### config.mk
export PLATFORM = sky130hd
export DESIGN_NAME = move_ctrl_flat
export DESIGN_NICKNAME = d
export VERILOG_FILES = /design/src/rtl/move_ctrl_if.sv /design/src/rtl/move_ctrl.sv /design/src/flat_wrapper.sv
export SDC_FILE = /design/constraint.sdc
export NUM_CORES = 1
export LEC_CHECK = 0
export BUFFER_PORTS_ARGS = -buffer_cell sky130_fd_sc_hd__buf_2
export CAP_MARGIN = 20
export CELL_PAD_IN_SITES_DETAIL_PLACEMENT = 1
export CELL_PAD_IN_SITES_GLOBAL_PLACEMENT = 1
export CORE_ASPECT_RATIO = 0.75
export CORE_MARGIN = 2
export CORE_UTILIZATION = 35
export DETAILED_ROUTE_END_ITERATION = 8
export GPL_ROUTABILITY_DRIVEN = 1
export PLACE_DENSITY_LB_ADDON = 0.1
export REMOVE_ABC_BUFFERS = 1
export SYNTH_ARGS = -nofsm -noshare
export SYNTH_HDL_FRONTEND = slang
export SYNTH_SLANG_ARGS = --single-unit
### constraint.sdc
create_clock -name clk -period 2.2 [get_ports clk]
set_clock_uncertainty 0.1 [all_clocks]
set_input_delay 0.33 -clock clk [delete_from_list [all_inputs] [get_ports clk]]
set_output_delay 0.33 -clock clk [all_outputs]
set_load 0.01 [all_outputs]
### src/rtl/move_ctrl_if.sv
// Signal bundle between the tic-tac-toe move controller and its neighbours:
// raw player inputs in, board/turn/result state out to the renderer.
`timescale 1ns/1ps
interface move_ctrl_if;
    logic        button;
    logic [8:0]  switches;
    logic [17:0] board;
    logic        turn;
    logic [8:0]  change;
    logic        illegal;
    logic [1:0]  winner;
    logic [7:0]  win_line;
    logic        game_over;

    modport master (
        output button, switches,
        input  board, turn, change, illegal, winner, win_line, game_over
    );

    modport slave (
        input  button, switches,
        output board, turn, change, illegal, winner, win_line, game_over
    );
endinterface

### src/rtl/move_ctrl.sv
// Turn and move controller for the tic-tac-toe VGA game: synchronises and
// debounces the player inputs, owns the board and detects wins and draws.
`timescale 1ns/1ps
module move_ctrl #(
    parameter int DEBOUNCE_CYCLES = 250000,
    parameter int CNT_W           = 18
) (
    input  logic       clk,
    input  logic       rst,
    move_ctrl_if.slave bus
);
    typedef enum logic [1:0] {
        ST_PLAY = 2'd0,
        ST_EVAL = 2'd1,
        ST_OVER = 2'd2
    } state_e;

    localparam logic [CNT_W-1:0] CNT_LAST = CNT_W'(DEBOUNCE_CYCLES - 1);
    localparam logic [CNT_W-1:0] CNT_ONE  = CNT_W'(1);

    // Three cell indices per line: rows, then columns, then both diagonals.
    localparam int LINE_TBL [0:23] = '{0, 1, 2,  3, 4, 5,  6, 7, 8,
                                       0, 3, 6,  1, 4, 7,  2, 5, 8,
                                       0, 4, 8,  2, 4, 6};

    function automatic logic [17:0] sel_mask(input logic [8:0] sel);
        logic [17:0] m;
        m = 18'h00000;
        for (int i = 0; i < 9; i++) begin
            m[2*i +: 2] = {sel[i], sel[i]};
        end
        return m;
    endfunction

    function automatic logic line_won(input logic [17:0] b, input int line);
        logic [1:0] c0;
        logic [1:0] c1;
        logic [1:0] c2;
        c0 = b[2*LINE_TBL[3*line]     +: 2];
        c1 = b[2*LINE_TBL[3*line + 1] +: 2];
        c2 = b[2*LINE_TBL[3*line + 2] +: 2];
        return (c0 != 2'b00) && (c0 == c1) && (c0 == c2);
    endfunction

    logic             btn_meta_q, btn_sync_q;
    logic [8:0]       sw_meta_q, sw_sync_q;
    logic [CNT_W-1:0] cnt_q, cnt_d;
    logic             stable_q, stable_d;
    logic             stable_prev_q;
    logic             press_q;

    state_e           state_q, state_d;
    logic [17:0]      board_q, board_d;
    logic             turn_q, turn_d;
    logic [8:0]       change_q, change_d;
    logic             illegal_q, illegal_d;
    logic [1:0]       winner_q, winner_d;
    logic [7:0]       win_line_q, win_line_d;
    logic             game_over_q, game_over_d;

    logic             sel_valid_s;
    logic [17:0]      sel_mask_s;
    logic             occupied_s;
    logic [1:0]       mark_s;
    logic [7:0]       win_line_s;
    logic [1:0]       win_mark_s;
    logic             board_full_s;

    // Two-flop synchronisers for the asynchronous button and switches.
    always_ff @(posedge clk) begin
        if (!rst) begin
            btn_meta_q <= 1'b0;
            btn_sync_q <= 1'b0;
            sw_meta_q  <= 9'h000;
            sw_sync_q  <= 9'h000;
        end else begin
            btn_meta_q <= bus.button;
            btn_sync_q <= btn_meta_q;
            sw_meta_q  <= bus.switches;
            sw_sync_q  <= sw_meta_q;
        end
    end

    // Debounce: a level change is accepted only after DEBOUNCE_CYCLES stable samples.
    always_comb begin
        cnt_d    = cnt_q;
        stable_d = stable_q;
        if (btn_sync_q != stable_q) begin
            if (cnt_q == CNT_LAST) begin
                stable_d = btn_sync_q;
                cnt_d    = {CNT_W{1'b0}};
            end else begin
                cnt_d    = cnt_q + CNT_ONE;
            end
        end else begin
            cnt_d = {CNT_W{1'b0}};
        end
    end

    // Debounce state; the press pulse is registered off the accepted 0->1 edge.
    always_ff @(posedge clk) begin
        if (!rst) begin
            cnt_q         <= {CNT_W{1'b0}};
            stable_q      <= 1'b0;
            stable_prev_q <= 1'b0;
            press_q       <= 1'b0;
        end else begin
            cnt_q         <= cnt_d;
            stable_q      <= stable_d;
            stable_prev_q <= stable_q;
            press_q       <= stable_q & ~stable_prev_q;
        end
    end

    // Exactly one switch up means a valid selection.
    assign sel_valid_s = (sw_sync_q != 9'h000) && ((sw_sync_q & (sw_sync_q - 9'h001)) == 9'h000);
    assign sel_mask_s  = sel_mask(sw_sync_q);
    assign occupied_s  = |(board_q & sel_mask_s);
    assign mark_s      = turn_q ? 2'b10 : 2'b01;

    // Line and full-board detection on the current board.
    always_comb begin
        win_line_s   = 8'h00;
        win_mark_s   = 2'b00;
        board_full_s = 1'b1;
        for (int l = 0; l < 8; l++) begin
            if (line_won(board_q, l)) begin
                win_line_s[l] = 1'b1;
                win_mark_s    = board_q[2*LINE_TBL[3*l] +: 2];
            end else begin
                win_line_s[l] = 1'b0;
            end
        end
        for (int c = 0; c < 9; c++) begin
            board_full_s = board_full_s & (board_q[2*c +: 2] != 2'b00);
        end
    end

    // Game FSM next-state and registered-output next values.
    always_comb begin
        state_d     = state_q;
        board_d     = board_q;
        turn_d      = turn_q;
        change_d    = 9'h000;
        illegal_d   = 1'b0;
        winner_d    = winner_q;
        win_line_d  = win_line_q;
        game_over_d = game_over_q;
        case (state_q)
            ST_PLAY: begin
                if (press_q) begin
                    if (sel_valid_s && !occupied_s) begin
                        board_d  = board_q | (sel_mask_s & {9{mark_s}});
                        change_d = sw_sync_q;
                        turn_d   = ~turn_q;
                        state_d  = ST_EVAL;
                    end else begin
                        illegal_d = 1'b1;
                    end
                end else begin
                    state_d = ST_PLAY;
                end
            end
            ST_EVAL: begin
                // A win is checked first so a last-cell win never reads as a draw.
                if (win_line_s != 8'h00) begin
                    winner_d    = win_mark_s;
                    win_line_d  = win_line_s;
                    game_over_d = 1'b1;
                    state_d     = ST_OVER;
                end else if (board_full_s) begin
                    winner_d    = 2'b11;
                    win_line_d  = 8'h00;
                    game_over_d = 1'b1;
                    state_d     = ST_OVER;
                end else begin
                    state_d = ST_PLAY;
                end
            end
            ST_OVER: begin
                if (press_q) begin
                    board_d     = 18'h00000;
                    turn_d      = 1'b0;
                    winner_d    = 2'b00;
                    win_line_d  = 8'h00;
                    game_over_d = 1'b0;
                    state_d     = ST_PLAY;
                end else begin
                    state_d = ST_OVER;
                end
            end
            default: begin
                state_d = ST_PLAY;
            end
        endcase
    end

    // Game state and output registers.
    always_ff @(posedge clk) begin
        if (!rst) begin
            state_q     <= ST_PLAY;
            board_q     <= 18'h00000;
            turn_q      <= 1'b0;
            change_q    <= 9'h000;
            illegal_q   <= 1'b0;
            winner_q    <= 2'b00;
            win_line_q  <= 8'h00;
            game_over_q <= 1'b0;
        end else begin
            state_q     <= state_d;
            board_q     <= board_d;
            turn_q      <= turn_d;
            change_q    <= change_d;
            illegal_q   <= illegal_d;
            winner_q    <= winner_d;
            win_line_q  <= win_line_d;
            game_over_q <= game_over_d;
        end
    end

    assign bus.board     = board_q;
    assign bus.turn      = turn_q;
    assign bus.change    = change_q;
    assign bus.illegal   = illegal_q;
    assign bus.winner    = winner_q;
    assign bus.win_line  = win_line_q;
    assign bus.game_over = game_over_q;
endmodule

### src/flat_wrapper.sv
// flat-port wrapper written by rule: the top's interface ports become plain ports
module move_ctrl_flat 
#(
    parameter int DEBOUNCE_CYCLES = 250000,
    parameter int CNT_W           = 18
)
  (clk, rst, bus_button, bus_switches, bus_board, bus_turn, bus_change, bus_illegal, bus_winner, bus_win_line, bus_game_over);
  move_ctrl_if bus_i ();
  input  logic clk;
  input  logic rst;
  input wire logic [$bits(bus_i.button)-1:0] bus_button;
  input wire logic [$bits(bus_i.switches)-1:0] bus_switches;
  output wire logic [$bits(bus_i.board)-1:0] bus_board;
  output wire logic [$bits(bus_i.turn)-1:0] bus_turn;
  output wire logic [$bits(bus_i.change)-1:0] bus_change;
  output wire logic [$bits(bus_i.illegal)-1:0] bus_illegal;
  output wire logic [$bits(bus_i.winner)-1:0] bus_winner;
  output wire logic [$bits(bus_i.win_line)-1:0] bus_win_line;
  output wire logic [$bits(bus_i.game_over)-1:0] bus_game_over;
  assign bus_i.button = bus_button;
  assign bus_i.switches = bus_switches;
  assign bus_board = bus_i.board;
  assign bus_turn = bus_i.turn;
  assign bus_change = bus_i.change;
  assign bus_illegal = bus_i.illegal;
  assign bus_winner = bus_i.winner;
  assign bus_win_line = bus_i.win_line;
  assign bus_game_over = bus_i.game_over;
  move_ctrl #(.DEBOUNCE_CYCLES(DEBOUNCE_CYCLES), .CNT_W(CNT_W)) u_core (.clk(clk), .rst(rst), .bus(bus_i));
endmodule
### Word-level counts from Yosys, hierarchy flattened

Index checks and enable logic that the tools add are counted.

| storage, ports and cells | value |
|---|---|
| output and inout bits | 40 |
| word-level logic and storage cells | 144 |
| input port bits | 12 |
| register bits | 83 |

| cells by class | value |
|---|---|
| muxes and demuxes | 43 |
| bitwise operators | 17 |
| equal/unequal tests | 25 |
| reductions and logical operators | 41 |
| add/sub/neg operators | 2 |

Operator list:

| cell | count |
|---|---|
| 2-to-1 mux 18 bit | 3 |
| bitwise AND 18 bit | 2 |
| one-hot mux 18 bit (2 select lines) | 1 |
| 2-to-1 mux 2 bit | 17 |
| equality test 2 bit | 16 |
| 2-to-1 mux 8 bit | 3 |
| nonzero test 2 bit | 11 |
| adder 18 x 1 -> 18 bit (second input constant) | 1 |
| equality test 18 bit (second input constant) | 1 |
| logical AND 1 bit | 18 |
| bitwise OR 18 bit | 1 |
| OR reduction 18 bit | 1 |
| one-hot mux 8 bit (2 select lines) | 1 |
| 2-to-1 mux 1 bit | 14 |
| bitwise AND 1 bit | 9 |
| bitwise AND 9 bit | 1 |
| zero test 9 bit | 1 |
| nonzero test 9 bit | 1 |
| subtractor 9 x 1 -> 9 bit (second input constant) | 1 |
| AND reduction 4 bit | 2 |
| nonzero test 8 bit | 1 |
| inequality test 2 x 1 -> 1 bit (second input constant) | 3 |
| one-hot mux 2 bit (3 select lines) | 1 |
| AND reduction 3 bit | 2 |
| other kinds (12) | 16 |

### Depth between registers and ports, before layout

| logic depth | value |
|---|---|
| word-level depth | 13 |
| depth in mapped cells | 9 |
| mapped depth without buffers | 8 |

### Least setup slack after synthesis

Ideal clock, no wire load.

| path | value |
|---|---|
| path type | register to register |
| start point | register u_core.sw_sync_q[2] |
| end point | register u_core.board_q[8] (netlist: u_core.bus.board[8]) |
| slack | -165 ps |
| period minus slack after synthesis | 2,365 ps |
| arrival time | 2,148 ps |
| data required time | 1,983 ps |
| stages on the path, launching flop included | 9 |
| path buffers | 1 |
| library setup time | 117 ps |
| path through | dfxtp_1 > or4_4 > nor3_2 > mux2i_1 > o2111ai_4 > nand2_2 > a31oi_4 > buf_6 > a22o_1 |

| between the ends | value |
|---|---|
| word-level cells in the longest chain between the ends | 7 |
| elaborated cells between the ends (all ways) | 11 |
| those cells by class | 1 x add/sub; 1 x eq/ne; 2 x bitwise; 7 x reduce/logical |

Ends and longest elaborated chain:

| item | line | text |
|---|---|---|
| from (decl) | move_ctrl.sv:46 | `logic [8:0] sw_meta_q, sw_sync_q;` |
| from (signal assigned) | move_ctrl.sv:80 | `sw_sync_q <= sw_meta_q;` |
| subtractor 9 x 1 -> 9 bit | move_ctrl.sv:116 | `assign sel_valid_s = (sw_sync_q != 9'h000) && ((sw_sync_q & (sw_sync_q - 9'h001)) == 9'h000);` |
| bitwise AND 9 bit | move_ctrl.sv:116 |  |
| zero test 9 bit | move_ctrl.sv:116 |  |
| logical AND 1 bit | move_ctrl.sv:116 |  |
| logical AND 1 bit * | move_ctrl.sv:152 | `if (sel_valid_s && !occupied_s) begin` |
| inequality test 2 x 1 -> 1 bit (no line) * | - |  |
| AND reduction 4 bit (no line) * | - |  |
| to (signal assigned) | move_ctrl.sv:211 | `board_q <= board_d;` |
| to (decl) | move_ctrl.sv:53 | `logic [17:0] board_q, board_d;` |

Mark *: on every way between the ends. The rest lies on a longest branch, timed or not.
A chain may end at the register's enable or synchronous reset.

### Worst setup path in the final report

| path | value |
|---|---|
| start point | register u_core.sw_sync_q[3] |
| end point | register u_core.board_q[13] (netlist: u_core.bus.board[13]) |

Same word-level chain as after synthesis.

==> results.py <==
metrics = {
    "power_and_ir_drop": {
        "peakVddDrop_uv": 386.4,
        "power.leakage_nw": 2.270,
        "cellPowerDensity_mw_per_mm2": 590.3,
    },
    "synthesis": {
        "synth_edf_count": 0,
        "ys.flop_type": "dfxtp_1",
        "ys_types": 53,
        "syn_avg_cell_area_sq_um": 9.305,
        "postSynthCellCount": 389,
        "async_flop_share": 0,
        "ys_seq_area_frac": 0.4590,
        "netlist_area_sq_mm": 0.003620,
        "synth-seq-cells": 83,
        "yosys_warnings": 0,
    },
    "flow_run": {
        "drv_cap": 0,
    },
    "sta": {
        "worst_pin_slew_ns": 0.7370,
        "fin_crit_ns": 2.396,
        "hold_slack_ns": 0.1008,
        "setup_violations": 40,
        "fin_crit_sh": 1.089,
        "relSlewSlack": 0.5087,
        "rsz0062_at_grt": "yes",
        "finalMaxSlewViolations": 0,
        "worst_slack_ns": -0.1955,
        "clock.fmax_mhz": 417.4,
        "hold_viol_final": 0,
    },
    "clock_network": {
        "cts_buffer_depth": 2,
        "clk_latency_ns": 0.34,
        "htreeDepth": 3,
        "cts_root_buffer": "clkbuf_16",
        "clk_pin_slew_ns": 0.06,
        "cts_sinks": 83,
        "cts_tree": "yes",
        "numCtsBuffers": 9,
    },
    "critical_path": {
        "crit_type": "reg2reg",
        "startpoint_type": "flip-flop",
        "crit_path_max_fanout": 9,
        "crit_path_end_kind": "flip-flop",
        "crit_path_cell_trace": "or4_4 -> nor3_4 -> mux2i_2 -> o2111ai_4 -> buf_4 -> nor4b_4 -> buf_6 -> a22o_1",
        "path_buf_inv": 2,
        "cpMaxStageDelayCell": "or4_4",
        "required_ns": 2.37,
        "cpPeakStageDelay_ns": 0.56,
        "arrival_ns": 2.57,
        "cpLargestDelayFamily": "simple AND/OR/NAND/NOR gates",
    },
    "final_layout": {
        "design_area_sq_mm": 0.005164,
        "nFillCells": 1180,
        "antennaDiodeCount": 0,
        "layout_commonest_cell": "buf_4",
        "area_delta_synth_final_pct": 42.65,
        "utilization": 0.5078,
        "layout_common_cells": "buf_4, dfxtp_1, buf_2, nor2_1, and2_1",
        "nets": 542,
        "drive_gt1_frac": 0.3970,
    },
    "grt": {
        "grt_max_degree": 21,
        "grt_pass1_wl_um": 18400,
        "grt_util_all_layers": 0.2094,
        "antenna_found_initial": 0,
        "grt_pass1_vias": 3475,
        "globalRoute.totalOverflow": 0,
    },
    "status": {
        "violations": "negative setup slack",
        "status": "finished with violations",
    },
    "die": {
        "dieWidth_um": 121.4,
        "rows": 32,
        "core_area_sq_mm": 0.01017,
        "die-area_sq_mm": 0.01118,
        "die_h_um": 92.07,
        "ios": 52,
        "initial_utilization": 0.3559,
    },
    "detailed_routing": {
        "drtAntennaViolNets": 0,
        "finalWirelength_um": 11470,
        "dr_total_vias": 3467,
        "dr.pass1.iters": 4,
        "wirelength_met1_um": 5724,
        "top_layer_used": "met4",
        "vias_per_cell": 5.214,
        "drc": 0,
        "wire_per_inst_um": 17.24,
        "met2WireLength_um": 5114,
        "wl_met3_um": 535,
        "drt_iter0_drc": 200,
    },
    "placed_design": {
        "portBuffers": 51,
        "hpwl_um": 8162,
        "place.gp.congestion": 0.9162,
        "dpl_cell_area_sq_mm": 0.004556,
    },
    "hold_path": {
        "hold_path_class": "in2reg",
    },
}
## per-stage QoR
| step | setup TNS (ns) | setup WS, ns | power (mW) | cells |
|---|---|---|---|---|
| final | -3.900 | -0.1955 | 3.048 | 665 |
| after global routing | -9.051 | -0.3103 | 3.174 | 665 |
| after CTS | -3.316 | -0.1722 | 3.065 | 654 |
| after detailed placement | -5.445 | -0.3216 | 1.690 | 634 |
| after global placement | -4.888 | -0.3288 | 1.686 | 634 |
| after floorplan | -4.266 | -0.2136 | 1.627 | 370 |
## report_power, final
part / switching, mW / leakage [nW] / internal [mW]
clock network: 0.605 / 0.129 / 0.764
registers: 0.00825 / 0.679 / 1.52
logic: 0.0798 / 1.46 / 0.0727
total: 0.694 / 2.27 / 2.35
## state kept, by name, summed over array words and instances (netlist names), 2 cells and up
signal / cells
u_core.bus.change: 9
u_core.bus.board: 18
u_core.cnt_q: 18
u_core.bus.winner: 2
u_core.sw_sync_q: 9
u_core.sw_meta_q: 9
u_core.state_q: 2
u_core.bus.win_line: 8
## timing repair
| action | 4_1_cts | 5_1_grt |
|---|---|---|
| setup endpoints to repair | 40 | 43 |
| buffers inserted | 4 | 9 |
| resized for setup | 24 | 38 |
| pin swaps | 8 | 11 |
| gates cloned | 1 | 2 |
| hold buffers | 0 | 0 |
## metal layers
layer / global-route usage / vias up
met5: 0 / -
met4: 0.05077 / 0
met3: 0.04415 / 9
met2: 0.3123 / 79
met1: 0.3067 / 1704
li1: - / 1675
## cells in the mapped netlist (3+ instances only)
cell | instances | area (sq um)
a211oi_1 | 3 | 22.52
a21oi_1 | 10 | 50.05
a22o_1 | 28 | 245.2
a31oi_1 | 5 | 31.28
and2_1 | 30 | 187.7
and3_1 | 11 | 68.82
and4_1 | 3 | 26.28
buf_2 | 8 | 40.04
clkbuf_1 | 9 | 33.78
dfxtp_1 | 83 | 1662
ha_1 | 5 | 62.56
inv_1 | 6 | 22.52
nand2_1 | 22 | 82.58
nand3_1 | 21 | 105.1
nand4_1 | 3 | 18.77
nor2_1 | 38 | 142.6
nor2b_1 | 12 | 75.07
nor3_1 | 11 | 55.05
nor4_1 | 7 | 43.79
o21ai_0 | 10 | 50.05
or3_1 | 9 | 56.30
xnor2_1 | 6 | 52.55
xor2_1 | 11 | 96.34
## area by class of cell
class	instances	area, sq um	area share
well taps	136	170.2	0.03295
flip-flops and latches	83	1682	0.3257
clock buffers	10	229.0	0.04434
inverters	6	22.52	0.004362
multi-input cells	283	2039	0.3950
clock inverters	5	38.79	0.007512
repair buffers	142	982.2	0.1902
## worst paths after layout
check / startpoint / endpoint / slack, ns / depth (start not counted)
setup / recovery: u_core.sw_sync_q[3]$_SDFF_PN0_ / u_core.bus.board[13]$_SDFFE_PN0P_ / -0.20 / 8
hold / removal: bus_switches[0] / u_core.sw_meta_q[0]$_SDFF_PN0_ / 0.10 / 2
setup reg to reg: u_core.sw_sync_q[3]$_SDFF_PN0_ / u_core.bus.board[13]$_SDFFE_PN0P_ / -0.20 / 8
hold reg to reg: u_core.stable_prev_q$_SDFF_PN0_ / u_core.press_q$_SDFF_PN0_ / 0.29 / 1
## logic make-up after synthesis
group           synth area share
buf+inv                  0.03180
flops                     0.4590
simple gates              0.2700
xor+xnor                 0.04113
fa+ha+maj                0.01728
mux                     0.005531
compound gates            0.1753
Power figures use the tool's default switching activity.
